[src/rtl/cpu_pkg.sv]
// Definitions shared by the ALU and the M-extension sequencer: ALUCtrl codes,
// RV32M funct3 encodings and the sequencer state type.
package cpu_pkg;

  localparam logic [4:0] ALU_ADD  = 5'h00;
  localparam logic [4:0] ALU_SUB  = 5'h01;
  localparam logic [4:0] ALU_SLTU = 5'h04;

  typedef enum logic [2:0] {
    OP_MUL    = 3'b000,
    OP_MULH   = 3'b001,
    OP_MULHSU = 3'b010,
    OP_MULHU  = 3'b011,
    OP_DIV    = 3'b100,
    OP_DIVU   = 3'b101,
    OP_REM    = 3'b110,
    OP_REMU   = 3'b111
  } muldiv_op_e;

  typedef enum logic [2:0] {
    S_IDLE,
    S_PREP,
    S_ITER_A,
    S_ITER_B,
    S_FIX,
    S_DONE
  } muldiv_state_e;

endpackage

[src/rtl/muldiv_sign_fix.sv]
// Sign handling for the sequencer: operand magnitudes on the way in and a
// 64-bit conditional two's-complement negate on the way out.
module muldiv_sign_fix #(
  parameter int W = 32
) (
  input  logic [W-1:0]   a,
  input  logic [W-1:0]   b,
  input  logic           a_signed,
  input  logic           b_signed,
  output logic [W-1:0]   a_mag,
  output logic [W-1:0]   b_mag,
  output logic           a_neg,
  output logic           b_neg,
  input  logic [2*W-1:0] val,
  input  logic           neg,
  output logic [2*W-1:0] val_fix
);

  assign a_neg   = a_signed & a[W-1];
  assign b_neg   = b_signed & b[W-1];
  assign a_mag   = a_neg ? -a : a;
  assign b_mag   = b_neg ? -b : b;
  assign val_fix = neg ? -val : val;

endmodule

[src/rtl/muldiv_seq.sv]
// Iterative RV32M multiply/divide sequencer; each of the 32 rounds borrows the
// shared ALU for two cycles (ITER_A/ITER_B) and stalls while the grant is held back.
module muldiv_seq
  import cpu_pkg::*;
#(
  parameter int XLEN = 32
) (
  input  logic            clk,
  input  logic            rst_n,
  input  logic            start,
  input  logic [2:0]      op,
  input  logic [XLEN-1:0] rs1,
  input  logic [XLEN-1:0] rs2,
  input  logic            flush,
  output logic            busy,
  output logic            done,
  output logic [XLEN-1:0] result,
  output logic            alu_req,
  input  logic            alu_gnt,
  output logic [XLEN-1:0] alu_rs1,
  output logic [XLEN-1:0] alu_rs2,
  output logic [4:0]      alu_ctrl,
  input  logic [XLEN-1:0] alu_out
);

  muldiv_state_e   state;
  muldiv_op_e      op_q;
  logic [XLEN-1:0] a_q, b_q;
  logic [XLEN-1:0] hi, lo;       // {hi,lo}: product accumulator, or {rem, dividend/quotient}
  logic [XLEN-1:0] opb;          // multiplicand or divisor magnitude
  logic [XLEN-1:0] step_q;       // ITER_A result: partial sum or SLTU flag
  logic [4:0]      cnt;
  logic            neg_q;

  logic            is_mul, is_rem, a_signed, b_signed;
  logic [XLEN-1:0] a_mag, b_mag;
  logic            a_neg, b_neg;
  logic [XLEN-1:0] madd, rem_sh;
  logic            cout, take;
  logic            div0, ovf, special;
  logic [XLEN-1:0] spec_res, fix_res;
  logic [2*XLEN-1:0] fix_in, fixed;

  assign is_mul   = ~op_q[2];
  assign is_rem   = op_q[1];
  assign a_signed = op_q inside {OP_MULH, OP_MULHSU, OP_DIV, OP_REM};
  assign b_signed = op_q inside {OP_MULH, OP_DIV, OP_REM};

  muldiv_sign_fix #(.W(XLEN)) u_sign_fix (
    .a        (a_q),
    .b        (b_q),
    .a_signed (a_signed),
    .b_signed (b_signed),
    .a_mag    (a_mag),
    .b_mag    (b_mag),
    .a_neg    (a_neg),
    .b_neg    (b_neg),
    .val      (fix_in),
    .neg      (neg_q),
    .val_fix  (fixed)
  );

  // Multiply: add the multiplicand only when the current multiplier bit is set.
  assign madd   = lo[0] ? opb : '0;
  // Divide: {rem, dividend} shifted left by one, with the bit leaving rem as cout.
  assign rem_sh = {hi[XLEN-2:0], lo[XLEN-1]};
  assign cout   = hi[XLEN-1];
  assign take   = cout | ~step_q[0];

  assign div0     = (b_q == '0);
  assign ovf      = a_signed && (a_q == {1'b1, {(XLEN-1){1'b0}}}) && (b_q == '1);
  assign special  = ~is_mul & (div0 | ovf);
  assign spec_res = div0 ? (is_rem ? a_q : '1) : (is_rem ? '0 : a_q);

  assign fix_in  = is_mul ? {hi, lo} : {{XLEN{1'b0}}, (is_rem ? hi : lo)};
  assign fix_res = (is_mul && op_q != OP_MUL) ? fixed[2*XLEN-1:XLEN] : fixed[XLEN-1:0];

  // NOTE: every output of a combinational block gets a default first so no latch is inferred.
  always_comb begin
    alu_rs1  = '0;
    alu_rs2  = '0;
    alu_ctrl = ALU_ADD;
    if (alu_req) begin
      case (state)
        S_ITER_A: begin
          alu_rs1  = is_mul ? hi : rem_sh;
          alu_rs2  = is_mul ? madd : opb;
          alu_ctrl = is_mul ? ALU_ADD : ALU_SLTU;
        end
        S_ITER_B: begin
          alu_rs1  = is_mul ? step_q : rem_sh;
          alu_rs2  = is_mul ? madd : opb;
          alu_ctrl = is_mul ? ALU_SLTU : ALU_SUB;
        end
        default: ;
      endcase
    end
  end

  // NOTE: state and registered outputs update with non-blocking assignments only.
  always_ff @(posedge clk or negedge rst_n) begin
    if (!rst_n) begin
      state   <= S_IDLE;
      op_q    <= OP_MUL;
      a_q     <= '0;
      b_q     <= '0;
      hi      <= '0;
      lo      <= '0;
      opb     <= '0;
      step_q  <= '0;
      cnt     <= '0;
      neg_q   <= 1'b0;
      busy    <= 1'b0;
      done    <= 1'b0;
      alu_req <= 1'b0;
      result  <= '0;
    end else if (flush && state != S_IDLE) begin
      state   <= S_IDLE;
      busy    <= 1'b0;
      done    <= 1'b0;
      alu_req <= 1'b0;
    end else begin
      case (state)
        S_IDLE: begin
          done <= 1'b0;
          if (start) begin
            op_q  <= muldiv_op_e'(op);
            a_q   <= rs1;
            b_q   <= rs2;
            busy  <= 1'b1;
            state <= S_PREP;
          end
        end
        S_PREP: begin
          hi    <= '0;
          lo    <= a_mag;
          opb   <= b_mag;
          cnt   <= '0;
          neg_q <= (is_mul || !is_rem) ? (a_neg ^ b_neg) : a_neg;
          if (special) begin
            result <= spec_res;
            done   <= 1'b1;
            state  <= S_DONE;
          end else begin
            alu_req <= 1'b1;
            state   <= S_ITER_A;
          end
        end
        S_ITER_A: begin
          if (alu_gnt) begin
            step_q <= alu_out;
            state  <= S_ITER_B;
          end
        end
        S_ITER_B: begin
          if (alu_gnt) begin
            if (is_mul) begin
              {hi, lo} <= {alu_out[0], step_q, lo[XLEN-1:1]};
            end else begin
              hi <= take ? alu_out : rem_sh;
              lo <= {lo[XLEN-2:0], take};
            end
            cnt <= cnt + 5'd1;
            if (cnt == 5'd31) begin
              alu_req <= 1'b0;
              state   <= S_FIX;
            end else begin
              state <= S_ITER_A;
            end
          end
        end
        S_FIX: begin
          result <= fix_res;
          done   <= 1'b1;
          state  <= S_DONE;
        end
        S_DONE: begin
          done  <= 1'b0;
          busy  <= 1'b0;
          state <= S_IDLE;
        end
        default: state <= S_IDLE;
      endcase
    end
  end

endmodule

[config.mk]
export PLATFORM = sky130hd
export DESIGN_NAME = muldiv_seq
export DESIGN_NICKNAME = d
export VERILOG_FILES = /design/src/rtl/cpu_pkg.sv /design/src/rtl/muldiv_sign_fix.sv /design/src/rtl/muldiv_seq.sv
export SDC_FILE = /design/constraint.sdc
export NUM_CORES = 1
export LEC_CHECK = 0
export CAP_MARGIN = 10
export CORE_ASPECT_RATIO = 1.25
export CORE_UTILIZATION = 45
export DETAILED_ROUTE_END_ITERATION = 8
export HOLD_SLACK_MARGIN = 0.15
export PLACE_DENSITY = 0.67
export SLEW_MARGIN = 40
export SYNTH_ARGS = -nofsm -noshare
export SYNTH_HDL_FRONTEND = slang
export SYNTH_HIERARCHICAL = 1
export SYNTH_SLANG_ARGS = --single-unit
[constraint.sdc]
create_clock -name clk -period 9 [get_ports clk]
set_clock_uncertainty 0.15 [all_clocks]
set_input_delay 2.25 -clock clk [delete_from_list [all_inputs] [get_ports clk]]
set_output_delay 2.25 -clock clk [all_outputs]
set_load 0.03 [all_outputs]
### After elaboration in Yosys (flattened, before gate mapping)

Cells that the tools add are included.

* flip-flop bits (word level): 239
* input bits: 104
* output and inout port bits: 104
* logic and storage cells: 126

* add/subtract/negate cells: 4
* equal/unequal tests: 20
* mux-type cells: 51
* bitwise operators: 9
* reduce and logical (&&, ||, !) cells: 28

Operators with widths (number)
* 32-bit 2-to-1 mux: 20
* 32-bit one-hot mux with 2 select lines: 4
* 64-bit 2-to-1 mux: 2
* 32-bit == test (second input constant): 2
* 32-bit negation: 2
* 64-bit negation: 1
* 32-bit logical NOT: 1
* 3-bit 2-to-1 mux: 9
* 3-bit inequality test (second input constant): 6
* 3-bit one-hot mux with 5 select lines: 1
* 3-bit AND reduction: 5
* 3-bit nonzero test: 5
* 3-bit == test (second input constant): 4
* 5-bit one-hot mux with 2 select lines: 1
* 3-bit by 2-bit == test with 1-bit output (second input constant): 3
* 1-bit 2-to-1 mux: 9
* 4-bit nonzero test: 2
* 3-bit by 1-bit == test with 1-bit output (second input constant): 2
* 3-bit one-hot mux with 2 select lines: 1
* 2-bit AND reduction: 3
* 5-bit by 1-bit adder with 5-bit output (second input constant): 1
* 5-bit == test (second input constant): 1
* 5-bit 2-to-1 mux: 1
* 1-bit logical AND: 4
* other kinds (13): 22

### Depth between registers and ports, before layout

Gate-level depths: netlist of run 1.

* depth after elaboration: 9
* mapped depth: 14
* depth with buffers taken out: 12

### Modules after synthesis

Netlist of run 1, hierarchy kept.

Modules (own cells, without submodules)
* muldiv_seq: times used 1, cells each 1374, area each 13372.8 sq um, seq. area each 5980.7 sq um
* muldiv_sign_fix: times used 1, cells each 400, area each 2834.0 sq um, seq. area each 0.0 sq um

### Worst setup path after synthesis of run 1

Ideal clock, no wire load.

* kind: register -> output
* from: register state[0]
* to: output alu_rs1[14]
* arrival: 2.106 ns
* required time: 6.600 ns
* path slack: 4.494 ns
* stages on the path, launching flop included: 8
* cells stage by stage: dfrtp_1 clkbuf_1 buf_1 buf_1 mux2i_1 nor2_1 a21oi_1 nor2_1

* word-level cells in the longest chain between the ends: 3

Ends and longest elaborated chain
* start, declared: line muldiv_seq.sv:26 `muldiv_state_e state;`
* start signal, assigned: line muldiv_seq.sv:103 `state <= S_IDLE;`
* start signal, assigned: line muldiv_seq.sv:118 `state <= S_IDLE;`
* start signal, assigned: line muldiv_seq.sv:131 `state <= S_PREP;`
* 3-bit by 2-bit == test with 1-bit output: line muldiv_seq.sv:84 `case (state)`
* 32-bit one-hot mux with 2 select lines *: line muldiv_seq.sv:84
* 32-bit 2-to-1 mux *: line muldiv_seq.sv:83 `if (alu_req) begin`
* end, declared: line muldiv_seq.sv:20 `output logic [XLEN-1:0] alu_rs1,`

Every way passes the cells marked *; elsewhere a longest branch is shown, timed or not.

### Final worst setup path of run 1

* from: register state[1]
* to: output alu_rs2[16]

* word-level cells in the longest chain between the ends: 4

Ends and longest elaborated chain
* 3-bit by 2-bit == test with 1-bit output: line muldiv_seq.sv:84
* 2-bit OR reduction (no line) *
* 32-bit 2-to-1 mux *
* 32-bit 2-to-1 mux *: line muldiv_seq.sv:83
* end, declared: line muldiv_seq.sv:21 `output logic [XLEN-1:0] alu_rs2,`

Marked as above.

==> impl_metrics.toml, run 1 <==
[worst_setup_path]
crit_path_max_incr_delay_ns = 0.67
crit_path_start = "state[1]$_DFFE_PN0P_"
worst-r2r-setup-slack_ns = 4.09
worst_flop_to_flop_path_endpoint = "result[28]$_DFFE_PN0P_"
timing.critical_path.to_type = "primary output"
worst-path-stages = 6
worst_setup_path_endpoint = "alu_rs2[16]"
critical_path.top_delay_family = "simple AND/OR/NAND/NOR gates"
path_class = "flip-flop to primary output"
timing.critical_path.buf_inv = 2
crit_path_start_kind = "flip-flop"
worstRegToRegCells = 13
cp.required_ns = 6.60
worst_r2r_startpoint = "op_q[2]$_DFFE_PN0P_"
crit_path_cell_trace = "nor2b_1, nand2_2, nor2_1, buf_4, and2_1, clkdlybuf4s50_1"
worst_ep_arrival_time_ns = 3.47
slowest_stage = "clkdlybuf4s50_1"
path_max_fanout = 34

[finish]
most_common_cell_after_layout_fill_and_taps_aside = "dfrtp_1"
finalNetCount = 2010
drive_gt1_frac = 0.144
antenna_diodes = 0
final_design_area_no_fill_um2 = 19500
final-instance-count-excl-fill = 2394
area_delta_synth_final_pct = 20.3
layout_common_cells = "236 x dfrtp_1, 204 x nand2_1, 203 x clkdlybuf4s50_1"

[min_path]
worst_hold_path_type = "flip-flop to flip-flop"
worstHoldPathCells = 2

[clocking]
post_cts_resize_count = 0
cts_buffers = 27
cts_tree = "done"
clock_tree.root_cell = "clkbuf_16"
clock_tree.buffer_depth = 3
clock_pin_slew_reported_for_the_worst_setup_and_hold_paths_after_clock_tree_synthesis_ns = 0.05
clkLatencyLatePin_ns = 0.55
cts_max_level = 1
holdBufCountCts = 0
postCtsSetupBuffers = 0
cts_sinks = 239

[global_routing]
grt_first_pass_wirelength_mm = 71.8
overflow = 0
grt_antenna_before_repair = 0
overall_routing_resource_usage = 0.248
grt_pass1_vias = 13100
pin_count_of_the_biggest_net_entering_global_routing = 134

[status]
outcome = "complete, no violations"

[flow_run]
timing.max_cap.violations = 0

[power_and_ir_drop]
total_power_after_layout_mw = 6.79
ir_drop_v = 0.000190
leakage_nw = 8.27
p_per_area_nw_per_um2 = 348

[timing]
timing.hold.ws_ns = 0.324
setup_repair_after_global_routing_missed_its_margin = "no"
tightestPinTransition_ns = 0.765
drv_slew = 0
fin_tns_setup_ns = 0
final-hold-violation-count = 0
relSlewSlack = 0.485
clock.fmax_mhz = 170
setup_viol = 0
finalCritPeriodShare = 0.652
fin_crit_ns = 5.87

[die]
placementRows = 77
dieArea_um2 = 36800
start_util = 0.457
fp.coreArea_um2 = 35500
chipHeight_um = 214
io_pins = 208
die_width_um = 172

[synthesis]
netlist_instances = 1774
synthArstFlopShare = 1.00
synthesis.area_per_instance_um2 = 9.14
synthFlopType = "dfrtp_1"
seq_area_frac_synth = 0.369
yosys_register_bits = 239
yosys.cell_types.count = 63
synth-edff-count = 0
syn_area_um2 = 16200
yosysWarningCount = 6

[routing]
drt_drc_violations_left = 0
dr_pass1_iterations = 5
drt_wl_cell_um = 19.0
drt-initial-drc-count = 839
detailroute.via_count = 13500
route.final.wire_length_mm = 45.6
vias_per_cell = 5.63
drt.antenna.violating_nets = 0

[placement]
io_buffers = 204
dpl.cell_count = 2344
gp_routability_congestion = 0.876
dp.final_hpwl_mm = 32.6
placed_area_um2 = 18500
==> Yosys cell counts (30+ instances only) <==
| library cell | count | area share |
|---|---|---|
| dfrtp_1 | 239 | 0.37 |
| nand2_1 | 206 | 0.048 |
| nor2_1 | 140 | 0.032 |
| mux2_2 | 134 | 0.093 |
| mux2i_1 | 127 | 0.078 |
| o21ai_0 | 126 | 0.039 |
| a21oi_1 | 123 | 0.038 |
| clkbuf_1 | 96 | 0.022 |
| xnor2_1 | 88 | 0.048 |
| nand3_1 | 41 | 0.013 |
| xor2_1 | 38 | 0.021 |
| and2_1 | 35 | 0.014 |
| nor2b_1 | 35 | 0.014 |
| o21bai_1 | 33 | 0.015 |
| a22oi_1 | 32 | 0.015 |
| mux2_4 | 30 | 0.028 |
==> state kept, by name, indices dropped and copies added (netlist names) <==
name,flops
lo,32
state,3
a_q,32
result,32
step_q,32
busy,1
alu_req,1
cnt,5
neg_q,1
op_q,3
hi,32
b_q,32
done,1
opb,32
==> through the flow <==
step                      worst slack (ns)  utilization
after floorplan                       4.49            -
final                                 3.13        0.550
after detailed placement              3.68        0.522
after CTS                             3.08        0.548
after global routing                  2.79        0.550
after global placement                3.58        0.522
==> worst min-delay path by stage <==
stage	to	from
after floorplan	opb[0]$_DFFE_PN0P_	opb[0]$_DFFE_PN0P_
after global placement	opb[14]$_DFFE_PN0P_	opb[14]$_DFFE_PN0P_
after detailed placement	opb[19]$_DFFE_PN0P_	opb[19]$_DFFE_PN0P_
after CTS	opb[7]$_DFFE_PN0P_	opb[7]$_DFFE_PN0P_
after global routing	opb[23]$_DFFE_PN0P_	opb[23]$_DFFE_PN0P_
final	opb[23]$_DFFE_PN0P_	opb[23]$_DFFE_PN0P_
==> power by group <==
| part | internal, mW | total [mW] | switching, mW |
|---|---|---|---|
| Clock | 0.696 | 1.14 | 0.447 |
| Combinational | 1.55 | 3.46 | 1.91 |
| Sequential | 1.49 | 2.19 | 0.692 |
| Total | 3.74 | 6.79 | 3.05 |
==> routing by layer <==
metal  routed length (um)  global-route usage
met5                    0                   0
met4                 1830               0.104
met3                 2000              0.0343
met2                24100               0.446
met1                17700               0.290
==> cell type report <==
class                           count  area [um2]
Clock buffer                       36         749
Clock inverter                     12         166
Fill cell                        3291       16000
Inverter                           16        60.1
Multi-Input combinational cell   1392        9670
Sequential cell                   239        5990
Tap cell                          474         593
Timing Repair Buffer              225        2270
==> worst reg2reg max path, cell delays in order (launching register included) <==
cell and delay (ns):
dfrtp_4 0.73, nand2_1 0.14, buf_4 0.41, mux2_2 0.42, inv_1 0.08, ha_1 0.15
or3b_2 0.55, nor4_4 0.46, nand3_2 0.40, o41ai_1 0.44, xnor2_1 0.13, mux2i_1 0.31
a22oi_1 0.15, mux2_4 0.29
==> logic make-up (layout without fill, tap and decap cells) <==
group,count (synthesis),in the layout,share of synthesized area
adder cells (fa/ha/maj),5,5,0.00386
multiplexers,291,291,0.199
other,1,3,0.000231
buffers and inverters,145,289,0.0386
AO/OA/AOI/OAI,381,381,0.142
XOR/XNOR,126,126,0.0681
flip-flops,239,239,0.369
AND/OR/NAND/NOR,586,586,0.179
Power figures use the tool's default switching activity.
==> inputs of run 2 (changes only) <==
Clock period 9 ns to 5.63 ns, I/O delays scaled along.
==> impl_metrics.toml, run 2 (same netlist as run 1, synthesis figures left out) <==
[status]
outcome = "complete, no violations"

[timing]
final-hold-violation-count = 0
fin_crit_ns = 4.95
clock.fmax_mhz = 202
tightestPinTransition_ns = 0.852
fin_tns_setup_ns = 0
setup_viol = 0
setup_repair_after_global_routing_missed_its_margin = "no"
relSlewSlack = 0.432
finalCritPeriodShare = 0.880
drv_slew = 0

[power_and_ir_drop]
p_per_area_nw_per_um2 = 560
cell_internal_pwr_mw = 5.94
p_switching_mw = 4.99
ir_drop_v = 0.000371
power_frac_seq = 0.318
swShare = 0.456
power.combinational.fraction = 0.520
power.clock.fraction = 0.162
leakage_nw = 8.26

[routing]
detailroute.via_count = 13900
drt_wl_cell_um = 20.7
drt.antenna.violating_nets = 0
dr_pass1_iterations = 5
drt_drc_violations_left = 0
vias_per_cell = 5.82
drt-initial-drc-count = 1110
route.final.wire_length_mm = 49.7

[worst_setup_path]
timing.critical_path.to_type = "primary output"
worst_ep_arrival_time_ns = 3.39
crit_path_start_kind = "flip-flop"
cp.required_ns = 4.07
path_class = "flip-flop to primary output"
path_max_fanout = 34

[clocking]
cts_sinks = 239
cts_max_level = 1
post_cts_resize_count = 0
clock_pin_slew_reported_for_the_worst_setup_and_hold_paths_after_clock_tree_synthesis_ns = 0.06
holdBufCountCts = 0
clkLatencyLatePin_ns = 0.55
clock_tree.root_cell = "clkbuf_16"
postCtsSetupBuffers = 0
cts_buffers = 26
clock_tree.buffer_depth = 3
cts_tree = "done"

[die]
fp.coreArea_um2 = 35500
die_width_um = 172
io_pins = 208
chipHeight_um = 214
start_util = 0.457
dieArea_um2 = 36800
placementRows = 77

[global_routing]
pin_count_of_the_biggest_net_entering_global_routing = 204
grt_pass1_vias = 13800
overall_routing_resource_usage = 0.272
grt_antenna_before_repair = 0
overflow = 0
grt_first_pass_wirelength_mm = 78.1

[finish]
final-instance-count-excl-fill = 2396
drive_gt1_frac = 0.146
antenna_diodes = 0
most_common_cell_after_layout_fill_and_taps_aside = "dfrtp_1"
layout_common_cells = "237 x dfrtp_1, 204 x nand2_1, 203 x clkdlybuf4s50_1"
finalNetCount = 2014
area_delta_synth_final_pct = 20.3
final_design_area_no_fill_um2 = 19500

[flow_run]
timing.max_cap.violations = 0

[placement]
dpl.cell_count = 2349
placed_area_um2 = 18600
dp.final_hpwl_mm = 35.0
io_buffers = 204
gp_routability_congestion = 0.937

[min_path]
worst_hold_path_type = "flip-flop to flip-flop"
[run 2: power groups by stage]
stage | sequential, mW | clock [mW] | combinational (mW)
after floorplan | 3.02 | 0 | 4.36
after global placement | 3.46 | 0 | 5.52
after detailed placement | 3.48 | 0 | 5.60
after CTS | 3.46 | 1.80 | 5.64
after global routing | 3.57 | 1.86 | 6.20
final | 3.47 | 1.77 | 5.69
[run 2: worst paths after layout]
| check | start | end | slack, ns | depth (start not counted) |
|---|---|---|---|---|
| setup / recovery | state[1]$_DFFE_PN0P_ | alu_rs2[28] | 0.68 | 7 |
| hold / removal | opb[8]$_DFFE_PN0P_ | opb[8]$_DFFE_PN0P_ | 0.32 | 2 |
| setup reg to reg | op_q[2]$_DFFE_PN0P_ | result[28]$_DFFE_PN0P_ | 1.28 | 12 |
| hold reg to reg | opb[8]$_DFFE_PN0P_ | opb[8]$_DFFE_PN0P_ | 0.32 | 2 |
| max in group asynchronous | rst_n | opb[0]$_DFFE_PN0P_ | 3.57 | 3 |
| min in group asynchronous | rst_n | step_q[9]$_DFFE_PN0P_ | 0.57 | 1 |
[run 2: layout make-up]
cell class	count	area, um2
Timing Repair Buffer	230	2310
Fill cell	3250	16000
Clock inverter	8	97.6
Tap cell	474	593
Clock buffer	37	773
Multi-Input combinational cell	1392	9680
Inverter	16	60.1
Sequential cell	239	5990
[run 2: stage by stage]
| stage | power [mW] | worst slack (ns) | utilization | hold WS, ns |
|---|---|---|---|---|
| 5_1_grt | 11.6 | 0.423 | 0.550 | 0.349 |
| 4_1_cts | 10.9 | 0.650 | 0.548 | 0.326 |
| 3_3_place_gp | 8.98 | 1.19 | 0.523 | 0.306 |
| 3_5_place_dp | 9.08 | 1.04 | 0.523 | 0.305 |
| 2_1_floorplan | 7.39 | 1.77 | - | 0.287 |
| 6_report | 10.9 | 0.678 | 0.550 | 0.324 |
[run 2: layer usage]
layer  GRT usage  up-vias  routed length (um)
li1            -     6556                   -
met1       0.319     6867               18900
met2       0.477      398               25800
met3      0.0393      116                2510
met4       0.136        0                2450
met5           0        -                   0
[run 2: critical path, stage by stage, from the launching register on]
cell             delay [ns]
dfrtp_1                0.61
nor2b_1                0.51
nand2_1                0.10
buf_4                  0.26
nor2_1                 0.17
buf_4                  0.31
and2_1                 0.19
clkdlybuf4s50_1        0.69
